## config.mk

```make
export PLATFORM = sky130hd
export DESIGN_NAME = and4
export DESIGN_NICKNAME = d
export VERILOG_FILES = /design/src/rtl/and4_core.sv /design/src/rtl/and4.sv
export SDC_FILE = /design/constraint.sdc
export NUM_CORES = 1
export LEC_CHECK = 0
export ABC_AREA = 1
export CAP_MARGIN = 10
export CELL_PAD_IN_SITES_DETAIL_PLACEMENT = 1
export CELL_PAD_IN_SITES_GLOBAL_PLACEMENT = 2
export CORE_MARGIN = 2
export CORE_UTILIZATION = 25
export DETAILED_ROUTE_END_ITERATION = 8
export PLACE_DENSITY_LB_ADDON = 0.2
export SLEW_MARGIN = 20
export SYNTH_ARGS = -nofsm -noshare
export SYNTH_HDL_FRONTEND = slang
export SYNTH_SLANG_ARGS = --single-unit
```

## constraint.sdc

```tcl
create_clock -name clk -period 3.09 [get_ports clk]
set_input_delay 0.7725 -clock clk [delete_from_list [all_inputs] [get_ports clk]]
set_output_delay 0.7725 -clock clk [all_outputs]
set_load 0.005 [all_outputs]
```

## src/rtl/and4_core.sv

```systemverilog
`default_nettype none
`timescale 1ns/1ps
// and4_core: bitwise four-input AND of WIDTH-bit operands, purely combinational.
module and4_core #(
    parameter int WIDTH = 1
) (
    input  logic [WIDTH-1:0] a,
    input  logic [WIDTH-1:0] b,
    input  logic [WIDTH-1:0] c,
    input  logic [WIDTH-1:0] d,
    output logic [WIDTH-1:0] y
);

    assign y = a & b & c & d;

endmodule
`default_nettype wire

```

## src/rtl/and4.sv

```systemverilog
`default_nettype none
`timescale 1ns/1ps
// and4: four-input AND with registered copy, all-ones flag, rising-edge pulse
// and a saturating count of cycles in which every output bit was high.
module and4 #(
    parameter int WIDTH   = 1,
    parameter int COUNT_W = 8
) (
    input  logic               clk,
    input  logic               rst_n,
    input  logic [WIDTH-1:0]   a,
    input  logic [WIDTH-1:0]   b,
    input  logic [WIDTH-1:0]   c,
    input  logic [WIDTH-1:0]   d,
    output logic [WIDTH-1:0]   out,
    output logic [WIDTH-1:0]   out_q,
    output logic               all_q,
    output logic               rise,
    output logic [COUNT_W-1:0] hit_cnt
);

    logic all_now;

    and4_core #(
        .WIDTH (WIDTH)
    ) u_core (
        .a (a),
        .b (b),
        .c (c),
        .d (d),
        .y (out)
    );

    assign all_now = &out;

    // all_q doubles as the history bit for the rising-edge detector.
    always_ff @(posedge clk or negedge rst_n) begin
        if (!rst_n) begin
            out_q   <= '0;
            all_q   <= 1'b0;
            rise    <= 1'b0;
            hit_cnt <= '0;
        end else begin
            out_q <= out;
            all_q <= all_now;
            rise  <= all_now & ~all_q;
            if (all_now && (hit_cnt != {COUNT_W{1'b1}})) begin
                hit_cnt <= hit_cnt + COUNT_W'(1);
            end
        end
    end

endmodule
`default_nettype wire

```

# Word-level counts from Yosys, hierarchy flattened
# Index checks and enable logic that the tools add are counted.
# totals
regBits	10
input_bits	6
word_cells	11
# classes
n_addsub	1
n_eq_ne	1
bitwise	5
n_reduce_logical	1
# op_table
cell	count
8-bit by 1-bit adder with 8-bit output, second input constant	1
8-bit != test, second input constant	1
1-bit bitwise AND	4
1-bit logical AND	1
1-bit NOT	1

# Depth between registers and ports, before layout
# logic_depth
ltp_word	4
depth_mapped	8
mapped_depth_nobuf	8

# Cells and area by module
# Synthesis repeated with hierarchy kept, for this count alone.
# unflattened
hier_cells	73
hier_area_um2	563.0
# by_module_without_submodules
mod	instances	cells_each	area_each_um2	seq_area_each_um2
and4	1	70	551.8	250.2
and4_core	1	3	11.3	0.0

# Worst setup path after synthesis
# OpenSTA, ideal clock, no wires.
# synth_timing
path_type	input -> output
start	input port a
end	output port out
arrival_ns	1.061
setup_slack_ns	1.257
path_stages	2
path_cell_list	nand2_1 nor2_4
# synth_via
elab_chain_cells	3
# synth_rtl
element	line_no	rtl
start, declared	and4.sv:11	input logic [WIDTH-1:0] a,
1-bit bitwise AND (3 in a row)	and4_core.sv:14	assign y = a & b & c & d;
end, declared	and4.sv:15	output logic [WIDTH-1:0] out,
# No other way between the ends.

# Final worst setup path
# Same ends and word-level chain as after synthesis.

==> results.txt <==
Hold Buf Count CTS: 0
Drt initial violations: 1
Mapped Area: 550.5 sq um
# resized after CTS: 0
Setup Fix Bufs, Post-CTS: 0
CTS tree: yes
Synth Instances: 70
Filler cell count in the final layout: 251
Most frequent cells after synthesis: nand2_1 (24), dfrtp_1 (10), inv_1 (8)
Required time of the critical path: 2.32 ns
CTS Buf Count: 3
Max clock buf depth: 2
Total Nets Final: 99
Antenna viol nets, final: 0
Setup TNS: 0 ns
PD cells: 470.9 mW/mm^2
Die ar.: 0.002593 sq mm
Total gr overflow: 0
Starting Density: 27.23%
Via count: 512
Syn_area_per_cell: 7.865 sq um
Clk pin slew, worst setup/hold paths: 0.07 ns
Clock sink count: 10
Pin slew with the least headroom to its limit: 0.4789 ns
Crit path DAT: 1.93 ns
Chip Height: 50.93 microns
Clk Tree Root Cell: clkbuf_4
Most numerous cell in the Yosys netlist: nand2_1
Crit path kind: input pin to output pin
Largest net degree at the start of global routing: 11
Fraction of layout cells with a size suffix above 1: 14.29%
Row cnt: 16
Routed WL per cell: 11.20 microns
WHS: 0.4520 ns
Post-DP HPWL: 1037 microns
Area Overhead vs Synth: 43.64%
Predominant post-synthesis flop cell: dfrtp_1
CORE AREA: 0.002022 sq mm
Vias in the first global route: 522
Peak supply drop: 244.9 uV
CP max FO: 2
Synth Register Bits: 10
Critical Path Start Type: input pin
Via density: 4.339
Slew Viols, Final: 0
Gpl congestion: 0.6986
Die W: 50.93 microns
Min Tclk post-route: 2.706 ns
Antenna violations before repair: 0
Final setup fails: 0
H-tree depth: 1
Seq/Total Area, Yosys: 45.45%
Hold Vio Cnt, Final: 0
Ys Warns: 0
Syn Nets: 77
RSZ-0062 raised after global routing: false
Final wirelength: 1322 microns
Port Buffers: 17
Run status: finished, final reports clean
Fmax: 369.6 MHz
I/O pin total: 18
Antenna cell count: 0
Max-capacitance violation count: 0
Leak pwr: 0.3497 nW
Hold crit path type: register to register
Final Skew: 0.002957 ns
Drc violations: 0
Yosys top cell area share: 45.45%
Post-synth EDFFs: 0
Total GRT Usage: 12.18%
Worst-Skew Late Latency: 0.26 ns
Netlist cell types: 18
Max-slew headroom: 67.97%
DR pass1 iterations: 3
Period Utilization, post-route: 87.56%
Leading area contributor after synthesis: dfrtp_1
Largest cells by area after synthesis: dfrtp_1 (45%), nand2_1 (16%), nand3_1 (5.5%), inv_1 (5.5%), nand4_1 (4.5%)
CP endpoint kind: output pin
Asr flop ratio synth: 100.0%
Global-route wire length before repair: 2346 microns
[cell type report]
| type | count | area (sq um) | area share [%] |
|---|---|---|---|
| flip-flops and latches | 10 | 250.2 | 31.65 |
| well taps | 27 | 33.78 | 4.272 |
| inverters | 9 | 33.78 | 4.272 |
| repair buffers | 18 | 177.7 | 22.47 |
| multi-input cells | 50 | 259.0 | 32.75 |
| clock buffers | 4 | 36.28 | 4.589 |
[stage by stage]
step / instance area (sq um) / setup WS (ns) / std cells / total power, mW / util (%)
after global placement: 754.5 / 0.3843 / 114 / 0.2555 / 37.31
after global routing: 790.8 / 0.3024 / 118 / 0.4001 / 39.11
after CTS: 790.8 / 0.3768 / 118 / 0.3817 / 39.11
after floorplan: 550.5 / 1.257 / 70 / 0.2056 / -
after detailed placement: 754.5 / 0.3777 / 114 / 0.2564 / 37.31
final: 790.8 / 0.3845 / 118 / 0.3724 / 39.11
[worst paths after layout]
check | cells past startpoint | startpoint | end | slack [ns]
worst max register to register | 8 | hit_cnt[0] | hit_cnt[5] | 1.72
worst min-delay path | 1 | all_q | rise | 0.45
min in group asynchronous | 1 | rst_n | hit_cnt[3] | 0.83
max in group asynchronous | 1 | rst_n | hit_cnt[0] | 1.93
worst min register to register | 1 | all_q | rise | 0.45
worst max-delay path | 4 | a | out | 0.38
[report_power, final]
part | total [mW] | internal, mW | switching [mW] | leakage, nW
Combinational | 0.0850 | 0.0497 | 0.0353 | 0.199
Sequential | 0.168 | 0.146 | 0.0224 | 0.129
Clock | 0.119 | 0.0715 | 0.0478 | 0.0210
Total | 0.372 | 0.267 | 0.106 | 0.350
[layout by cell type (no fill, tap or decap), drive strengths merged]
master / n
xnor2: 1
nand4: 4
ha: 1
buf: 1
inv: 9
o21bai: 1
clkbuf: 4
nor2: 7
clkdlybuf4s50: 17
dfrtp: 10
nand3: 6
nand2: 27
o21ai: 2
a21oi: 1
[worst max-delay path, stage by stage]
cell             delay (ns)
clkdlybuf4s50_1        0.47
nand2_1                0.09
nor2_4                 0.11
clkdlybuf4s50_1        0.49
[metal layers]
metal	vias up	wire (microns)	track usage [%]
li1	261	-	-
met1	239	596	13.29
met2	10	669	21.65
met3	2	43	5.263
met4	0	12	2.703
met5	-	0	0
[kinds of logic after synthesis]
logic type,after synthesis,synth area share [%]
AND/OR/NAND/NOR,44,39.09
flip-flops,10,45.45
adder cells (fa/ha/maj),1,2.272
AO/OA/AOI/OAI,4,4.089
buffers and inverters,10,7.500
XOR/XNOR,1,1.591
[sequential cells by signal, summed over array words and instances, names as in the netlist]
name	flops
all_q	1
hit_cnt	8
rise	1
No activity file was read; power rests on OpenSTA's default activity.
==> RTL change 1: new RTL, same flow settings <==
Make the reset (`rst_n`) synchronous in one clocked block.
--- a/src/rtl/and4.sv
+++ b/src/rtl/and4.sv
@@ -34,7 +34,7 @@
     assign all_now = &out;
 
     // all_q doubles as the history bit for the rising-edge detector.
-    always_ff @(posedge clk or negedge rst_n) begin
+    always_ff @(posedge clk) begin
         if (!rst_n) begin
             out_q   <= '0;
             all_q   <= 1'b0;
Check against the original RTL: differs if rst_n is asserted again (counterexample within 4 cycles, from zero or initial values and one cycle with rst_n low); with rst_n held inactive, the same outputs for 10 cycles.
==> RTL change 1 against the original RTL <==
- register-to-register slack improved by 0.08 ns
- hold slack better by 0.031 ns
- final area shrank 3.2%
- wire length rose by 8.5%
- synthesized area decreased by 2.5%
- sequential cell count is the same
- setup slack worse by 0.033 ns
- critical path type unchanged
Power is not compared: it rests on default switching activity, and its combinational part moved more than twofold at a synthesized area within 25%.
==> RTL change 1: results (changes against the original RTL) <==
** Logic synthesis
- Post-Synthesis Net Count :: 86 (+12%)
- Synth warnings :: 0 (unchanged)
- The portion of the post-synthesis area used by sequential elements is 0.373 (-0.0816).
- For this run, the leading register cell type out of synthesis is sky130_fd_sc_hd__dfxtp_1.
- Cell variety after synth :: 17 (-1)
- Yosys attributes the largest share of cell area to sky130_fd_sc_hd__dfxtp_1 37%, sky130_fd_sc_hd__nand2_1 13%, sky130_fd_sc_hd__nor2_1 8.4%, sky130_fd_sc_hd__inv_1 7.7%, sky130_fd_sc_hd__nand3_1 7.5%.
- Share of flip-flops with an asynchronous set or reset :: 0 (-1.00)
- Mean instance size in the synthesized netlist :: 6.79 µm² (-14%)
- Commonest cells post-synth :: 18 x sky130_fd_sc_hd__nand2_1, 12 x sky130_fd_sc_hd__nor2_1, 11 x sky130_fd_sc_hd__inv_1

** Power and ir drop
- Static Leak :: 0.314 nW
- Worst vdd ir :: 0.000143 V

** Placed design
- The weighted congestion reported at the end of routability-driven placement was 0.719 (+2.9%).
- The post-place setup slack is 0.340 ns (-0.0379 ns).
- Total instance count after detailed placement :: 122 (+7.0%)
- Standard cell area after detailed placement :: 729 µm² (-3.3%)
- The HPWL after detailed placement is 1150 µm (+11%).

** Final layout
- The share of cells above drive strength 1 was 0.121 (-0.0216).
- The final net count is 107 (+8.1%).
- Count of fill cells added during filler insertion :: 267 (+6.4%)

** Status
- The flow ran to the end, and the final reports show no timing, DRC or antenna violations.

** Global route
- The first-pass GRT wire length came to 2600 µm (+11%).
- The global-route usage over all layers is 0.134 (+0.0124).
- The number of global-route vias before repair is 580 (+11%).

** Hold path
- For hold timing, the worst endpoint is rise$_SDFF_PN0_.
- Worst min-delay path startpoint :: all_q$_SDFF_PN0_

** Detailed routing
- DRC violation total after the first TritonRoute iteration :: 9 (+8)
- The iteration count of the initial detailed-routing pass is 4 (+1).
- The mean number of vias per cell was 4.44 (+2.4%).
- Routed wire length :: 1440 µm (+8.5%)

** Timing
- The worst relative slew slack is 0.811 (+0.131).
- The maximum clock skew at final layout was 0.00214 ns (-0.000813 ns).

** Setup path
- The most critical setup path has its startpoint at b.
- The number of cell instances on the worst register-to-register path is 6 (-2).
- FF-to-FF setup slack :: 1.80 ns (+0.08 ns)
- Origin of the critical flop-to-flop path :: hit_cnt[0]$_SDFFE_PN0P_
- Arrival @ worst endpoint :: 1.97 ns (+0.04 ns)

** Clock network
- Clk Latency, worst-skew pair :: 0.26 ns (about the same)
RTL change 1: logic make-up (layout without fill, tap and decap cells):
logic type | Yosys count | count (layout) | synth area share
fa+ha+maj | 1 | 1 | 0.0233
compound gates | 5 | 5 | 0.0466
flops | 10 | 10 | 0.373
simple gates | 50 | 50 | 0.445
buf+inv | 13 | 33 | 0.112
RTL change 1: worst max path at each step:
| stage | endpoint | slack, ns | cells past startpoint |
|---|---|---|---|
| floorplan | out | 1.22 | 3 |
| global placement | out | 0.35 | 4 |
| detailed placement | out | 0.34 | 4 |
| CTS | out | 0.34 | 4 |
| global route | out | 0.30 | 4 |
| finish | out | 0.35 | 4 |
RTL change 1: layout make-up:
class	count	area (µm²)	share of cell area
Clock buffer	4	36.3	0.0474
Inverter	11	41.3	0.0539
Multi-Input combinational cell	56	277	0.361
Sequential cell	10	200	0.261
Tap cell	27	33.8	0.0441
Timing Repair Buffer	18	178	0.232
RTL change 1: report_power, final:
part           switching (W)  internal [W]
Combinational     0.00000752     0.0000104
Sequential       0.000000807      0.000130
Clock              0.0000486     0.0000714
RTL change 1: metal layers:
| layer | GRT usage | wire [µm] | vias to the layer above |
|---|---|---|---|
| li1 | - | - | 284 |
| met1 | 0.187 | 688 | 256 |
| met5 | 0 | 0 | - |
| met4 | 0.0541 | 12 | 0 |
| met2 | 0.202 | 659 | 18 |
| met3 | 0.0268 | 74 | 2 |
RTL change 1: critical path, cell delays in order:
cell                              delay (ns)
sky130_fd_sc_hd__clkdlybuf4s50_1        0.46
sky130_fd_sc_hd__nand2_1                0.07
sky130_fd_sc_hd__nor2_2                 0.15
sky130_fd_sc_hd__clkdlybuf4s50_1        0.51
==> RTL change 2: new RTL, same settings <==
Without the edit above. `COUNT_W`: 8 -> 7.
--- a/src/rtl/and4.sv
+++ b/src/rtl/and4.sv
@@ -4,7 +4,7 @@
 // and a saturating count of cycles in which every output bit was high.
 module and4 #(
     parameter int WIDTH   = 1,
-    parameter int COUNT_W = 8
+    parameter int COUNT_W = 7
 ) (
     input  logic               clk,
     input  logic               rst_n,
Ports: changed (resized hit_cnt); port bits go from 18 to 17. No check against the original RTL was run, so the function may have changed too.
==> RTL change 2 against the original RTL <==
- final area decreased by 16%
- largest cell class is now flip-flops and latches
- power decreased by 12%
- synthesized area decreased by 18%
- clock power decreased by 23%
- setup slack improved by 0.033 ns
- wire length decreased by 27%
- global-route usage decreased by 1.0 points
- largest power group unchanged
- sequential cell count decreased by 1
- count of clock-buffer cells in the layout unchanged
- clock skew increased by 0.0014 ns
==> RTL change 2: results (changes against the original RTL) <==
** Setup path
- The register-to-register setup slack came to 1.66 ns (-0.06 ns).
- The number of cell instances on the worst register-to-register path was 6 (-2).
- The highest cell delay on the worst timing path was 0.51 ns (+0.02 ns).
- Worst flop-to-flop path endpoint :: hit_cnt[4]$_DFFE_PN0P_
- The arrival time reported for the critical path endpoint came to 1.90 ns (-0.03 ns).

** Logic synthesis
- Ranked by total cell area, the synthesized netlist is headed by sky130_fd_sc_hd__dfrtp_1 50%, sky130_fd_sc_hd__nand2_1 19%, sky130_fd_sc_hd__xnor2_1 3.9%, sky130_fd_sc_hd__o21ai_4 3.6%, sky130_fd_sc_hd__nand3_1 3.3%.
- Sorting the synthesized cells by how often they occur yields 23 x sky130_fd_sc_hd__nand2_1, 9 x sky130_fd_sc_hd__dfrtp_1, 4 x sky130_fd_sc_hd__nor2_1.
- The xor-xnor portion of the synthesized cell area came to 0.0583 (+0.0424).
- Share of flip-flops with an asynchronous set or reset :: 1.00 (unchanged)
- The area share of fa/ha/maj cells after synthesis was 0.0278 (+0.00505).
- Cell variety after synth :: 15 (-3)
- The net count after synthesis is 60 (-22%).
- Area fraction in compound gates after synthesis :: 0.0639 (+0.0230)
- The portion of the post-synthesis area used by sequential elements was 0.500 (+0.0455).

** Detailed routing
- The count of routing violations after the opening detailed-route iteration is 7 (+6).
- The wire length after detailed routing came to 971 µm (-27%).
- The mean number of vias per cell was 4.15 (-4.3%).
- The iteration count of the initial detailed-routing pass came to 2 (-1).

** Power and ir drop
- Worst vdd ir :: 0.000197 V (-19%)
- The leakage power figure was 0.312 nW (-11%).

** Final layout
- The largest registers in the layout are hit_cnt (7), all_q (1), rise (1).
- The number of fill cells was 204 (-19%).
- Nets@finish :: 81 (-18%)
- The share of cells above drive strength 1 came to 0.110 (-0.0333).

** Timing
- The maximum clock skew at final layout was 0.00440 ns (+0.00145 ns).
- The transition time at the pin with the least slew margin came to 0.424 ns (-0.0547 ns).

** Status
- The run finished with clean final reports.

** Clock network
- Clock buffer depth :: 2 (unchanged)

** Global route
- The global-route met1 utilization was 0.140 (+0.00729).
- Maximum number of pins on one net before global-route repair :: 10 (-1)
- The first-pass GRT wire length is 1620 µm (-31%).
- The met3 routing resource usage after global routing was 0.0392 (-0.0134).
- The number of global-route vias before repair is 370 (-29%).
- The global routing usage on met2 was 0.161 (-0.0553).
- The global-route usage over all layers is 0.112 (-0.0103).
- Number of antenna violations at the first check in global routing :: 0 (unchanged)

** Placed design
- The placed standard-cell area was 642 µm² (-15%).
- The weighted congestion reported at the end of routability-driven placement is 0.669 (-4.3%).
- The HPWL after detailed placement was 787 µm (-24%).
- The number of buffers inserted by port buffering is 16 (-1).
## RTL change 2: worst min path at each step
stage               startpoint              to  slack [ns]  depth (start not counted)
5_1_grt        all_q$_DFF_PN0_  rise$_DFF_PN0_        0.47                          1
3_5_place_dp   all_q$_DFF_PN0_  rise$_DFF_PN0_        0.45                          1
3_3_place_gp   all_q$_DFF_PN0_  rise$_DFF_PN0_        0.44                          1
4_1_cts        all_q$_DFF_PN0_  rise$_DFF_PN0_        0.46                          1
2_1_floorplan  all_q$_DFF_PN0_  rise$_DFF_PN0_        0.44                          1
6_report       all_q$_DFF_PN0_  rise$_DFF_PN0_        0.45                          1
## RTL change 2: power breakdown
| group | internal [W] | total (W) | switching [W] | leakage (nW) |
|---|---|---|---|---|
| logic | 0.0000502 | 0.0000811 | 0.0000309 | 0.177 |
| registers | 0.000133 | 0.000155 | 0.0000220 | 0.121 |
| clock network | 0.0000497 | 0.0000912 | 0.0000415 | 0.0150 |
| total | 0.000233 | 0.000327 | 0.0000944 | 0.312 |
## RTL change 2: area by class of cell
cell class / instances / area [µm²] / share of cell area
inverters: 4 / 17.5 / 0.0262
multi-input cells: 39 / 200 / 0.300
repair buffers: 17 / 168 / 0.251
clock buffers: 4 / 26.3 / 0.0393
flip-flops and latches: 9 / 225 / 0.337
well taps: 25 / 31.3 / 0.0468
## RTL change 2: per-stage QoR
stage | setup WS, ns | std cells | total power [W]
after floorplan | 1.28 | 53 | 0.000191
after global placement | 0.427 | 94 | 0.000239
after detailed placement | 0.404 | 94 | 0.000239
after CTS | 0.404 | 98 | 0.000334
after global routing | 0.351 | 98 | 0.000352
final | 0.418 | 98 | 0.000327
## RTL change 2: routing by layer
layer	part of all wire	vias up	routed length, µm
li1	-	205	-
met1	0.47	192	454
met2	0.48	10	467
met3	0.050	0	49
met4	0	0	0
met5	0	-	0
